## src/rtl/regfile_wb_arbiter.sv

```systemverilog
// Two-port register-file writeback arbiter: round-robin between the pipeline (A)
// and a long-latency unit (B), one registered write per cycle, with stall counters.
module regfile_wb_arbiter (
  input  logic        clock,
  input  logic        reset,
  input  logic        a_valid,
  input  logic [4:0]  a_reg,
  input  logic [31:0] a_data,
  output logic        a_ready,
  input  logic        b_valid,
  input  logic [4:0]  b_reg,
  input  logic [31:0] b_data,
  output logic        b_ready,
  output logic [4:0]  wr_reg,
  output logic [31:0] wr_data,
  input  logic        clear_stats,
  output logic [15:0] a_stall_cnt,
  output logic [15:0] b_stall_cnt
);

  localparam logic GRANT_A = 1'b0;
  localparam logic GRANT_B = 1'b1;
  localparam logic [15:0] STALL_MAX = 16'hFFFF;

  logic        last_grant_q, last_grant_d;
  logic [4:0]  wr_reg_q, wr_reg_d;
  logic [31:0] wr_data_q, wr_data_d;
  logic [15:0] a_stall_q, a_stall_d;
  logic [15:0] b_stall_q, b_stall_d;

  logic a_live, b_live;
  logic a_acc, b_acc;

  // Writes to r0 are not live: they are acknowledged immediately and dropped.
  always_comb begin
    a_live  = a_valid && (a_reg != 5'd0);
    b_live  = b_valid && (b_reg != 5'd0);
    a_ready = 1'b1;
    b_ready = 1'b1;
    if (reset) begin
      a_ready = 1'b0;
      b_ready = 1'b0;
    end else if (a_live && b_live) begin
      a_ready = (last_grant_q == GRANT_B);
      b_ready = (last_grant_q == GRANT_A);
    end
    a_acc = a_live && a_ready;
    b_acc = b_live && b_ready;
  end

  always_comb begin
    last_grant_d = last_grant_q;
    wr_reg_d     = 5'd0;
    wr_data_d    = wr_data_q;
    if (a_acc) begin
      last_grant_d = GRANT_A;
      wr_reg_d     = a_reg;
      wr_data_d    = a_data;
    end else if (b_acc) begin
      last_grant_d = GRANT_B;
      wr_reg_d     = b_reg;
      wr_data_d    = b_data;
    end

    a_stall_d = a_stall_q;
    b_stall_d = b_stall_q;
    if (clear_stats) begin
      a_stall_d = 16'd0;
      b_stall_d = 16'd0;
    end else begin
      if (a_valid && !a_ready && (a_stall_q != STALL_MAX)) a_stall_d = a_stall_q + 16'd1;
      if (b_valid && !b_ready && (b_stall_q != STALL_MAX)) b_stall_d = b_stall_q + 16'd1;
    end
  end

  // Reset also discards whatever grant was computed in the reset cycle.
  always_ff @(posedge clock) begin
    if (reset) begin
      last_grant_q <= GRANT_B;
      wr_reg_q     <= 5'd0;
      wr_data_q    <= 32'h0;
      a_stall_q    <= 16'd0;
      b_stall_q    <= 16'd0;
    end else begin
      last_grant_q <= last_grant_d;
      wr_reg_q     <= wr_reg_d;
      wr_data_q    <= wr_data_d;
      a_stall_q    <= a_stall_d;
      b_stall_q    <= b_stall_d;
    end
  end

  assign wr_reg      = wr_reg_q;
  assign wr_data     = wr_data_q;
  assign a_stall_cnt = a_stall_q;
  assign b_stall_cnt = b_stall_q;

endmodule

```

## config.mk

```make
export PLATFORM = sky130hd
export DESIGN_NAME = regfile_wb_arbiter
export DESIGN_NICKNAME = d
export VERILOG_FILES = /design/src/rtl/regfile_wb_arbiter.sv
export SDC_FILE = /design/constraint.sdc
export NUM_CORES = 1
export LEC_CHECK = 0
export CAP_MARGIN = 20
export CORE_MARGIN = 8
export CORE_UTILIZATION = 42
export CTS_CLUSTER_SIZE = 40
export DETAILED_ROUTE_END_ITERATION = 6
export PLACE_DENSITY = 0.86
export SLEW_MARGIN = 30
export SYNTH_ARGS = -nofsm -noshare
export SYNTH_HDL_FRONTEND = slang
export SYNTH_SLANG_ARGS = --single-unit
```

## constraint.sdc

```tcl
create_clock -name clock -period 3.1 [get_ports clock]
set_input_delay 0.62 -clock clock [delete_from_list [all_inputs] [get_ports clock]]
set_output_delay 0.62 -clock clock [all_outputs]
set_load 0.01 [all_outputs]
```

==> results of run 1 <==
cells in the mapped netlist, types with 2 or more instances:
cell / instances / area [sq um]
a21boi_4: 2 / 37.54
a21oi_1: 21 / 105.1
a221o_1: 32 / 320.3
a22oi_1: 5 / 37.54
a31oi_1: 10 / 62.56
a32o_1: 2 / 20.02
a41o_1: 7 / 70.07
and2_1: 34 / 212.7
and3_1: 11 / 68.82
and4_1: 2 / 17.52
buf_2: 6 / 30.03
buf_4: 2 / 15.01
buf_6: 7 / 78.83
clkbuf_1: 13 / 48.80
dfxtp_1: 70 / 1401
ha_1: 2 / 25.02
nand2_1: 18 / 67.56
nand3_1: 16 / 80.08
nand4_1: 10 / 62.56
nor2_1: 19 / 71.32
nor2b_4: 2 / 27.53
o211ai_1: 3 / 22.52
o21a_1: 2 / 15.01
o21ai_0: 9 / 45.04
o21ai_1: 6 / 30.03
o31ai_1: 7 / 52.55
or3_1: 12 / 75.07
or4_1: 12 / 90.09
routing by layer:
layer	up-vias	GRT usage	part of all wire
li1	1668	-	-
met1	1623	0.2219	0.40
met2	117	0.3156	0.50
met3	27	0.05897	0.066
met4	0	0.1009	0.035
met5	-	0	0
power by group:
part	internal (uW)	switching, uW	total [uW]
clock network	494	337	830
logic	216	140	356
registers	941	22.3	964
total	1650	499	2150
worst max path at each step:
stage	startpoint	endpoint	slack, ns	cells after the start
3_3_place_gp	b_reg[1]	a_ready	-0.12	5
3_5_place_dp	a_reg[1]	a_ready	-0.05	5
5_1_grt	b_reg[1]	a_ready	0.11	5
4_1_cts	b_reg[1]	a_ready	0.18	5
6_report	b_reg[1]	a_ready	0.17	5
2_1_floorplan	a_reg[1]	wr_data[10]	0.70	8
through the flow:
stage	cells	hold slack (ns)	power (uW)	utilization
6_report	606	0.5142	2150	0.6603
5_1_grt	606	0.5529	2242	0.6603
4_1_cts	606	0.5163	2165	0.6603
3_5_place_dp	591	0.5049	1339	0.6317
3_3_place_gp	591	0.4717	1333	0.6317
2_1_floorplan	356	0.5038	1123	-
cell type report:
cell class,count,area (sq um)
Fill cell,637,2611
Multi-Input combinational cell,257,1729
Timing Repair Buffer,161,1592
Sequential cell,70,1401
Clock buffer,12,155.1
Tap cell,102,127.6
Clock inverter,3,67.56
Inverter,1,3.754
cells in the final DEF (no fill, tap or decap), types with 2 or more instances in the layout:
master	instances
clkdlybuf4s50_1	147
dfxtp_1	70
and2_1	34
a221o_1	32
a21oi_1	21
nor2_1	19
nand2_1	18
nand3_1	16
or4_1	12
or3_1	12
and3_1	11
clkbuf_8	11
buf_4	11
a31oi_1	10
nand4_1	10
o21ai_0	9
o31ai_1	7
a41o_1	7
o21ai_1	6
a22oi_1	5
o211ai_1	3
o21a_1	2
and4_1	2
a32o_1	2
a21boi_4	2
nor2b_4	2
ha_1	2
bufinv_16	2
dlygate4sd2_1	2
worst max-delay path, stage by stage:
cell             delay [ns]
clkdlybuf4s50_1        0.43
or4_1                  0.54
o21a_1                 0.23
a31oi_1                0.19
dlygate4sd2_1          0.31
kinds of logic after synthesis:
family / count (synthesis) / synth area share
AO/OA/AOI/OAI: 111 / 0.2637
flip-flops: 70 / 0.4244
adder cells (fa/ha/maj): 2 / 0.007577
multiplexers: 1 / 0.003032
AND/OR/NAND/NOR: 143 / 0.2478
buffers and inverters: 29 / 0.05343
==> impl_metrics.yaml, run 1 <==
outcome:
  status: "completed"
floorplanning:
  rows: 32
  die_width_um: 104.7
  die_area_sq_um: 10950
  boundaryPins: 150
  floorplan.die.height_um: 104.7
  placeableCoreArea_sq_um: 7687
  start_util: 0.4295
sta:
  setup_ws_ns: 0.1705
  setup_viol: 0
  final.min_clock_period_ns: 2.930
  layout_worst_path_cycle_share: 0.9450
  max_slew.worst_pin.slew_ns: 0.7742
  timing.setup.tns_ns: 0
  final_max_slew_viol_count: 0
  maximum_clock_rate_mhz: 341.4
  skew_ns: 0.01073
  timing_hold_violations_final: 0
  grt_setup_unrepaired: "no"
  maxSlewHeadroom: 0.4820
clocking:
  h-tree-depth: 3
  tritoncts: "built"
  tritoncts_num_sinks: 70
  clock_transition_at_the_registers_of_the_reported_paths_ns: 0.08
  holdBufCountCts: 0
  cts-root-buf: "clkbuf_8"
  cts_inserted_buffers: 9
  post_cts_resized: 2
  setup_repair_bufs_after_cts: 0
  insertion_delay_ns: 0.34
  clock_tree.buffer_depth: 2
finish:
  largest_register_ff_count: 32
  final_layout_size_suffix_gt1_frac: 0.06548
  final_cell_area_sq_um: 5076
  area.growth.synth_to_final_pct: 53.73
  fin_nets: 581
  diodes_inserted: 0
worst_setup_path:
  required_ns: 2.48
  worstSetupEndpointType: "output pin"
  worstPathArrival_ns: 2.31
  r2r_end: "a_stall_cnt[13]"
  crit_start_category: "input port"
  reg2reg_from: "a_stall_cnt[0]"
  setup.reg_to_reg.worst_slack_ns: 1.03
  worst_r2r_path_depth: 6
  worst-setup-path-type: "in -> out"
  critPathMaxFanout: 3
routing:
  via_per_inst: 5.668
  routedWlPerCell_um: 17.88
  drt_drc_violations_left: 0
  dr.pass1.iters: 4
  final_antenna_net_count: 0
  drt_iter0_markers: 186
  routed-via-count: 3435
  drt_wl_total_um: 10840
global_routing:
  grt_usage: 0.1926
  grt_remaining_overflow: 0
  grt_pass1_vias: 3405
  grt_start_max_net_pins: 33
  grt_first_pass_wirelength_um: 17460
  grt_antenna_before_repair: 0
logic_synthesis:
  yosysUniqueCellTypes: 42
  mapped_cells: 356
  async_reset_ff_frac: 0
  postSynthAreaPerCell_sq_um: 9.275
  yosys_most_used_dff: "dfxtp_1"
  synth_area_sq_um: 3302
  yosys_warnings: 0
  synth.ff_latch_count: 70
  post_synth_edffs: 0
  synth-seq-area-share: 0.4244
  synth_nets: 437
hold_path:
  hp-start: "a_stall_cnt[12]"
  hold-path-endpoint: "a_stall_cnt[12]"
  hold_path_class: "reg -> reg"
  min_delay_path_depth: 2
placed_design:
  portBuffers: 149
  detailedPlace.worstSlack_ns: -0.05227
  cell_area_after_placement_sq_um: 4856
  dpl.hpwl_um: 7983
  gp_routability_congestion: 0.8376
power_and_ir_drop:
  power_density_nw_per_um2: 423.6
  power_leakage_uw: 0.001889
  max-vdd-ir-drop_mv: 0.2281
flow_run:
  max_cap_violations: 0
Note: power is estimated with default switching activity, not from simulation.
==> run 2, diff against run 1 <==
Settings changed: SKIP_LAST_GASP set to 1.
==> results of run 2 <==
Final layout, timing and power as in run 1 (identical DEF).
